`src/rtl/muldiv_unit.sv`:
```
// muldiv_unit: iterative RV32M multiply/divide.
// The unit works on operand magnitudes, one radix-2 step per cycle, and
// applies sign correction in a single FIXUP cycle. Divide-by-zero and signed
// overflow are answered directly from IDLE without iterating.
module muldiv_unit #(
  parameter int XLEN  = 32,
  parameter int CNT_W = $clog2(XLEN) + 1
) (
  input  logic            clk_i,
  input  logic            rst_ni,
  input  logic            valid_i,
  input  logic [2:0]      funct3_i,
  input  logic [XLEN-1:0] operand_a_i,
  input  logic [XLEN-1:0] operand_b_i,
  input  logic            flush_i,
  output logic            ready_o,
  output logic            busy_o,
  output logic            valid_o,
  output logic [XLEN-1:0] result_o
);

  typedef enum logic [1:0] {S_IDLE, S_CALC, S_FIXUP, S_DONE} state_t;

  localparam logic [XLEN-1:0] MIN_NEG = {1'b1, {(XLEN-1){1'b0}}};

  state_t            r_state, w_next;
  logic [CNT_W-1:0]  r_cnt;
  logic [2:0]        r_op;
  logic              r_a_neg, r_b_neg;
  logic [XLEN-1:0]   r_b;        // multiplicand / divisor magnitude
  logic [2*XLEN-1:0] r_acc;      // {hi, lo}: product, or {remainder, quotient}
  logic [XLEN-1:0]   r_result;

  // ---- request decode (valid only in IDLE) ----
  logic            w_accept, w_a_sgn, w_b_sgn, w_a_neg, w_b_neg;
  logic            w_div0, w_ovf, w_special;
  logic [XLEN-1:0] w_a_mag, w_b_mag, w_spec_res;

  assign w_accept = valid_i && (r_state == S_IDLE) && !flush_i;
  // MUL/MULH/MULHSU/DIV/REM treat a as signed; MUL/MULH/DIV/REM treat b as signed
  assign w_a_sgn  = funct3_i[2] ? !funct3_i[0] : (funct3_i[1:0] != 2'b11);
  assign w_b_sgn  = funct3_i[2] ? !funct3_i[0] : !funct3_i[1];
  assign w_a_neg  = w_a_sgn && operand_a_i[XLEN-1];
  assign w_b_neg  = w_b_sgn && operand_b_i[XLEN-1];
  assign w_a_mag  = w_a_neg ? -operand_a_i : operand_a_i;
  assign w_b_mag  = w_b_neg ? -operand_b_i : operand_b_i;

  assign w_div0    = funct3_i[2] && (operand_b_i == '0);
  assign w_ovf     = funct3_i[2] && !funct3_i[0] &&
                     (operand_a_i == MIN_NEG) && (operand_b_i == '1);
  assign w_special = w_div0 || w_ovf;
  // funct3_i[1] separates remainder ops from quotient ops
  assign w_spec_res = w_div0 ? (funct3_i[1] ? operand_a_i : '1)
                             : (funct3_i[1] ? '0 : MIN_NEG);

  // ---- iteration step ----
  logic [XLEN:0]     w_mul_sum, w_rem_sh;
  logic [XLEN-1:0]   w_diff;
  logic              w_ge;
  logic [2*XLEN-1:0] w_mul_next, w_div_next;

  // shift-add: add multiplicand into the high half when the current LSB is set
  assign w_mul_sum  = {1'b0, r_acc[2*XLEN-1:XLEN]} + (r_acc[0] ? {1'b0, r_b} : '0);
  assign w_mul_next = {w_mul_sum, r_acc[XLEN-1:1]};

  // restoring divide: shift next dividend bit into the partial remainder
  assign w_rem_sh   = r_acc[2*XLEN-1:XLEN-1];
  assign w_ge       = w_rem_sh >= {1'b0, r_b};
  // when w_ge holds the true difference is below 2^XLEN, so the wrapped result is exact
  assign w_diff     = w_rem_sh[XLEN-1:0] - r_b;
  assign w_div_next = w_ge ? {w_diff,               r_acc[XLEN-2:0], 1'b1}
                           : {w_rem_sh[XLEN-1:0],   r_acc[XLEN-2:0], 1'b0};

  // ---- sign fixup ----
  logic [2*XLEN-1:0] w_prod;
  logic [XLEN-1:0]   w_quo, w_rem, w_fix_res;

  assign w_prod = (r_a_neg ^ r_b_neg) ? -r_acc : r_acc;
  assign w_quo  = (r_a_neg ^ r_b_neg) ? -r_acc[XLEN-1:0] : r_acc[XLEN-1:0];
  assign w_rem  = r_a_neg ? -r_acc[2*XLEN-1:XLEN] : r_acc[2*XLEN-1:XLEN];

  // Select the final result for the latched op
  always_comb begin
    w_fix_res = '0;
    case (r_op)
      3'b000:                 w_fix_res = w_prod[XLEN-1:0];
      3'b001, 3'b010, 3'b011: w_fix_res = w_prod[2*XLEN-1:XLEN];
      3'b100, 3'b101:         w_fix_res = w_quo;
      default:                w_fix_res = w_rem;
    endcase
  end

  // State register
  always_ff @(posedge clk_i or negedge rst_ni) begin
    if (!rst_ni) r_state <= S_IDLE;
    else         r_state <= w_next;
  end

  // Next-state and handshake outputs; flush overrides every transition
  always_comb begin
    w_next  = r_state;
    ready_o = 1'b0;
    busy_o  = 1'b0;
    valid_o = 1'b0;
    case (r_state)
      S_IDLE: begin
        ready_o = 1'b1;
        if (w_accept) w_next = w_special ? S_DONE : S_CALC;
      end
      S_CALC: begin
        busy_o = 1'b1;
        if (r_cnt == CNT_W'(XLEN-1)) w_next = S_FIXUP;
      end
      S_FIXUP: begin
        busy_o = 1'b1;
        w_next = S_DONE;
      end
      S_DONE: begin
        busy_o  = 1'b1;
        valid_o = 1'b1;
        w_next  = S_IDLE;
      end
      default: w_next = S_IDLE;
    endcase
    if (flush_i) begin
      w_next  = S_IDLE;
      valid_o = 1'b0;
    end
  end

  // Datapath: latch on accept, iterate in CALC, capture result on entry to DONE
  always_ff @(posedge clk_i or negedge rst_ni) begin
    if (!rst_ni) begin
      r_cnt    <= '0;
      r_op     <= '0;
      r_a_neg  <= 1'b0;
      r_b_neg  <= 1'b0;
      r_b      <= '0;
      r_acc    <= '0;
      r_result <= '0;
    end else if (flush_i) begin
      r_cnt <= '0;
    end else begin
      if (w_accept) begin
        r_op    <= funct3_i;
        r_a_neg <= w_a_neg;
        r_b_neg <= w_b_neg;
        r_b     <= w_b_mag;
        r_acc   <= {{XLEN{1'b0}}, w_a_mag};
        r_cnt   <= '0;
      end else if (r_state == S_CALC) begin
        r_acc <= r_op[2] ? w_div_next : w_mul_next;
        r_cnt <= (r_cnt == CNT_W'(XLEN-1)) ? '0 : r_cnt + 1'b1;
      end
      if (w_next == S_DONE)
        r_result <= (r_state == S_IDLE) ? w_spec_res : w_fix_res;
    end
  end

  assign result_o = r_result;

endmodule

```
`config.mk`:
```
export PLATFORM = sky130hd
export DESIGN_NAME = muldiv_unit
export DESIGN_NICKNAME = d
export VERILOG_FILES = /design/src/rtl/muldiv_unit.sv
export SDC_FILE = /design/constraint.sdc
export NUM_CORES = 1
export LEC_CHECK = 0
export CAP_MARGIN = 20
export CELL_PAD_IN_SITES_DETAIL_PLACEMENT = 1
export CELL_PAD_IN_SITES_GLOBAL_PLACEMENT = 1
export CORE_MARGIN = 2
export CORE_UTILIZATION = 40
export DETAILED_ROUTE_END_ITERATION = 7
export GPL_ROUTABILITY_DRIVEN = 0
export PLACE_DENSITY = 0.78
export SLEW_MARGIN = 20
export SYNTH_ARGS = -nofsm -noshare
export SYNTH_HDL_FRONTEND = slang
export SYNTH_SLANG_ARGS = --single-unit
```
`constraint.sdc`:
```
create_clock -name clk_i -period 5.2 [get_ports clk_i]
set_clock_uncertainty 0.1 [all_clocks]
set_input_delay 0.78 -clock clk_i [delete_from_list [all_inputs] [get_ports clk_i]]
set_output_delay 0.78 -clock clk_i [all_outputs]
set_load 0.05 [all_outputs]
```
# Word level (Yosys, flattened, before mapping)
# Cells that the tools add are included.
[classes]
n_mux = 30
n_bitwise = 2
eq_ne = 13
order_cmp = 1
n_addsub = 8
multipliers = 0
shift = 0
div = 0
n_reduce_logical = 23
[op_table]
columns = ["operator", "count"]
rows = [
  ["64-bit two-way mux", 5],
  ["32-bit two-way mux", 9],
  ["32-bit negation", 4],
  ["32-bit case mux with 3 select lines", 1],
  ["32-bit equality test (second input constant)", 2],
  ["64-bit negation", 1],
  ["32-bit by 32-bit adder with 33-bit output", 1],
  ["33-bit by 32-bit >= comparator with 1-bit output", 1],
  ["32-bit logical NOT", 1],
  ["32-bit subtractor", 1],
  ["6-bit two-way mux", 4],
  ["1-bit logical AND", 8],
  ["2-bit two-way mux", 4],
  ["2-bit case mux with 4 select lines", 1],
  ["6-bit by 1-bit adder with 6-bit output (second input constant)", 1],
  ["2-bit equality test (second input constant)", 3],
  ["3-bit by 2-bit equality test with 1-bit output (second input constant)", 2],
  ["3-bit equality test (second input constant)", 2],
  ["6-bit by 5-bit equality test with 1-bit output (second input constant)", 1],
  ["1-bit two-way mux", 6],
  ["2-bit AND reduction", 3],
  ["3-bit OR reduction", 2],
  ["3-bit by 1-bit equality test with 1-bit output (second input constant)", 1],
  ["1-bit logical NOT", 3],
  ["other kinds (10)", 10],
]
[totals]
in_bits = 71
rom_bits = 0
regBits = 141
latch_bits = 0
ramBits = 0
wordCells = 85
memories = 0

# Depth between registers and ports, before layout
[logic_depth]
word_depth = 11
mapped_depth = 15

# Least setup slack after synthesis
# No wires, ideal clock.
[synth_timing]
path_type = "input to register"
from = "input operand_b_i[8]"
to = "register r_result[31] (netlist: result_o[31])"
t_arrival_ps = 3196
setup_ps = 121
required_ps = 4979
path_slack_ps = 1783
cell_stages = 11
cell_sequence = "or4_4 > or3_4 > nor3_4 > nand2_2 > nor2_4 > a31o_1 > a21oi_1 > or4_1 > clkbuf_1 > buf_6 > a22o_1"
[synth_via]
elab_chain_cells = 9
[synth_rtl]
columns = ["element", "line_no", "text"]
rows = [
  ["start, declared", "14", "input logic [XLEN-1:0] operand_b_i,"],
  ["32-bit equality test or 32-bit logical NOT (tied branches)", "50, 48", ""],
  ["1-bit logical AND (on tied branches)", "50, 48", ""],
  ["1-bit logical OR", "51", "assign w_special = w_div0 || w_ovf;"],
  ["2-bit two-way mux (2 in a row)", "108", "if (w_accept) w_next = w_special ? S_DONE : S_CALC;"],
  ["2-bit case mux with 4 select lines", "105", "case (r_state)"],
  ["2-bit two-way mux", "125", "if (flush_i) begin"],
  ["2-bit equality test", "155", "if (w_next == S_DONE)"],
  ["2-bit AND reduction (no line)", "-", ""],
  ["end signal, assigned", "156", "r_result <= (r_state == S_IDLE) ? w_spec_res : w_fix_res;"],
  ["end, declared", "32", "logic [XLEN-1:0] r_result;"],
]
# Several ways; a longest one is shown, not always the timed one.
# A chain may end at the register's enable or synchronous reset.

# Final worst setup path
[layout_timing]
from = "register r_acc[32]"
to = "register r_acc[54]"
[layout_via]
elab_chain_cells = 5
[layout_rtl]
columns = ["element", "line_no", "text"]
rows = [
  ["start, declared", "31", "logic [2*XLEN-1:0] r_acc;"],
  ["start signal, assigned", "149", "r_acc <= {{XLEN{1'b0}}, w_a_mag};"],
  ["start signal, assigned", "152", "r_acc <= r_op[2] ? w_div_next : w_mul_next;"],
  ["32-bit subtractor or 33-bit by 32-bit >= comparator with 1-bit output (tied branches)", "70, 68", ""],
  ["64-bit two-way mux", "71", "assign w_div_next = w_ge ? {w_diff, r_acc[XLEN-2:0], 1'b1}"],
  ["64-bit two-way mux (*)", "152", ""],
  ["64-bit two-way mux (*)", "151", "end else if (r_state == S_CALC) begin"],
  ["64-bit two-way mux (*)", "144", "if (w_accept) begin"],
]
# Mark *: on every way between the ends. The rest lies on a longest branch, timed or not. The select of a mux whose other input is x is not followed.

==> metrics.md <==
| Metric | Value |
|---|---|
| CP Launch Type | flip-flop |
| Total Wirelength | 54.36 mm |
| Crit path cell chain | ha_1 -> nor2b_1 -> o31ai_1 -> a211oi_1 -> a211o_1 -> nand2_1 -> o31ai_1 -> buf_4 -> a21oi_4 -> nor2_1 -> a222oi_1 -> o21ai_0 |
| Main synth FF type | dfrtp_1 |
| Static Leakage | 6.580 nW |
| Tot GR Track Use | 0.3006 |
| Synth warnings | 0 |
| CTS clk-pin slew, worst paths | 0.07 ns |
| Number of synthesized register bits | 141 |
| Post-synth EDFFs | 0 |
| Kind of critical path | reg2reg |
| Post-CTS Setup Inserts | 0 |
| Congestion Overflow GR | 0 |
| CTS-repair resized insts | 0 |
| Mapped Area | 14,020 um^2 |
| Crit-path slowest cell | a21oi_4 |
| Average wire per standard cell | 22.78 um |
| RSZ-0062 raised after global routing | false |
| Setup violators final | 0 |
| Slew Viols, Final | 0 |
| Flop2flop setup slack | 0.89 ns |
| Starting DRT DRC Count | 1,255 |
| CTS buffer count | 17 |
| Core Util, Final | 0.4655 |
| Post-Synthesis Cells | 1,878 |
| CTS sink cnt | 141 |
| CP most frequent cell | o31ai_1 |
| Post-synth ARST share | 1.000 |
| IO buf count | 105 |
| Worst EP required | 5.40 ns |
| Die height | 191.2 um |
| # H-tree levels | 4 |
| Core area | 34,540 um^2 |
| Top-Level Pins | 106 |
| Delay-heaviest family, CP | compound AO/OA/AOI/OAI gates |
| Root Driver | clkbuf_16 |
| Crit-path max cell delay | 0.86 ns |
| Worst-Margin Slew | 1.104 ns |
| Die area | 36,570 um^2 |
| Top cell type's share of synthesized area | 0.2516 |
| Max-cap violations | 0 |
| Setup ws final | 0.8877 ns |
| Critical Path Fanout Max | 38 |
| Peak supply drop | 0.0002927 V |
| Part of the power in registers | 0.238 |
| Netlist cell types | 78 |
| CTS tree | yes |
| Via count | 14.87k |
| Clock Latency Late Sink | 0.45 ns |
| Worst Path Arrival | 4.51 ns |
| # diodes | 0 |
| Final hold viol count | 0 |
| Syn_area_per_cell | 7.467 um^2 |
| Min Tclk post-route | 4.312 ns |
| First-pass GRT wire length | 85.91 mm |
| Yosys top cell by area | dfrtp_1 |
| Sw frac | 0.5014 |
| Relative slew slack | 0.2622 |
| CP endpoint kind | flip-flop |
| Fraction of layout cells with a size suffix above 1 | 0.05541 |
| Largest net degree at the start of global routing | 66 |
| Setup TNS | 0 ns |
| Hold Crit Class | in2async |
| Combinational group share of total power | 0.593 |
| Seq/Total Area, Yosys | 0.2516 |
| Initial antenna violation count | 1 |
| Synthesis-to-finish area growth | 14.68% |
| Row cnt | 68 |
| Pwr Density | 450.7 nW/um^2 |
| HPWL after DPL | 40.43 mm |
| P_int | 3.613 mW |
| Remaining antenna violation count | 0 |
| First-pass DRT Iterations | 5 |
| CTS max path bufs | 2 |
| Status | complete, no violations |
| Post-route DRC | 0 |
| Vias per cell | 6.232 |
| Sw Pwr | 3.634 mW |
| Mapped Nets | 2,021 |
| WP buf/inv | 1 |
| Initial Util | 0.4059 |
| Clock Power Share | 0.169 |
| Fillers | 4,314 |
| Final nets | 2,061 |
| Synth top area cells | dfrtp_1, o21ai_0, xnor2_1 |
| Vias in the first global route | 15.05k |
| Max Freq | 0.2319 GHz |
| Tcrit/Tclk final | 0.8293 |
| Die W | 191.2 um |
| Post-CTS Hold Buffers | 0 |
| Pre-CTS setup slack | 0.9924 ns |
synth_stat cells (all sizes together), types with 12 or more instances:
master	count
a211oi	12
a21o	27
a21oi	163
a31oi	14
buf	20
clkbuf	105
dfrtp	141
ha	70
inv	71
mux2i	42
nand2	225
nand2b	26
nand3	35
nand4	19
nor2	166
nor3	39
nor4	21
o211ai	40
o21ai	208
o21bai	14
o221ai	28
o31ai	30
or3	18
or4	13
xnor2	101
xor2	89
cells by family (layout without fill, tap and decap cells):
family,Yosys count,in the layout,share of synthesized area
AO/OA/AOI/OAI,616,616,0.2717
buffers and inverters,198,251,0.05407
flip-flops,141,141,0.2516
adder cells (fa/ha/maj),72,72,0.06532
multiplexers,46,46,0.03319
XOR/XNOR,190,190,0.1187
AND/OR/NAND/NOR,615,615,0.2054
registers in the layout, summed over array words and instances (netlist names):
signal    flops
r_cnt         6
r_b_neg       1
result_o     32
r_op          3
r_acc        64
r_a_neg       1
r_b          32
r_state       2
worst reg2reg max path, cell delays in order, from the launching register on:
cell	delay [ns]
dfrtp_1	0.61
ha_1	0.33
nor2b_1	0.15
o31ai_1	0.36
a211oi_1	0.23
a211o_1	0.33
nand2_1	0.17
o31ai_1	0.09
buf_4	0.18
a21oi_4	0.86
nor2_1	0.28
a222oi_1	0.34
o21ai_0	0.14
per-layer routing:
metal / share of wire / routed length (um) / vias to the layer above / track usage
met4: 0.026 / 1396 / 2 / 0.09763
met2: 0.46 / 25120 / 538 / 0.4875
li1: - / - / 6833 / -
met1: 0.44 / 24140 / 7417 / 0.4090
met5: 0.00017 / 9 / - / 0
met3: 0.068 / 3695 / 80 / 0.04498
power groups by stage:
| stage | clock, mW | sequential [mW] | combinational (mW) |
|---|---|---|---|
| 5_1_grt | 1.29 | 1.75 | 4.71 |
| 3_3_place_gp | 0 | 1.71 | 4.05 |
| 3_5_place_dp | 0 | 1.72 | 4.17 |
| 4_1_cts | 1.24 | 1.71 | 4.21 |
| 6_report | 1.22 | 1.73 | 4.30 |
| 2_1_floorplan | 0 | 1.51 | 3.10 |
worst paths after layout:
kind	startpoint	to	depth (start not counted)
max	r_acc[32]$_DFFE_PN0P_	r_acc[54]$_DFFE_PN0P_	12
min	rst_ni	r_acc[43]$_DFFE_PN0P_	1
max reg2reg	r_acc[32]$_DFFE_PN0P_	r_acc[54]$_DFFE_PN0P_	12
min reg2reg	result_o[19]$_DFFE_PN0P_	result_o[19]$_DFFE_PN0P_	2
max in group asynchronous	rst_ni	r_acc[58]$_DFFE_PN0P_	2
min in group clk_i	result_o[19]$_DFFE_PN0P_	result_o[19]$_DFFE_PN0P_	2
final cells by class:
class                      count  area, um^2  share of cell area
clock buffer                  19       442.9             0.02754
clock inverter                13       118.9            0.007392
inverter                      73       274.0             0.01704
multi-input combinational   1539        9786              0.6085
sequential                   141        3530              0.2195
tap                          455       569.3             0.03540
timing repair buffer         146        1360             0.08458
through the flow:
stage               total power [mW]  cell area (um^2)  std cells  hold WS (ns)
global route                   7.741             16080       2386        0.2918
floorplan                      4.603             14020       1878        0.3467
global placement               5.757             15520       2354        0.3550
detailed placement             5.893             15520       2354        0.3676
finish                         7.247             16080       2386        0.2524
CTS                            7.155             16080       2386        0.2557
cell usage in the layout, fill, tap and decap left out, types with 26 or more instances in the layout:
cell type / netlist / layout
nand2_1: 224 / 224
o21ai_0: 203 / 203
nor2_1: 165 / 162
a21oi_1: 163 / 162
dfrtp_1: 141 / 140
clkdlybuf4s50_1: 0 / 104
xnor2_1: 101 / 100
xor2_1: 89 / 88
inv_1: 71 / 71
ha_1: 70 / 70
mux2i_1: 42 / 42
buf_4: 0 / 41
o211ai_1: 40 / 40
nor3_1: 37 / 36
nand3_1: 35 / 35
o31ai_1: 28 / 28
o221ai_1: 28 / 28
a21o_1: 27 / 27
nand2b_1: 26 / 26
Power figures use the tool's default switching activity.
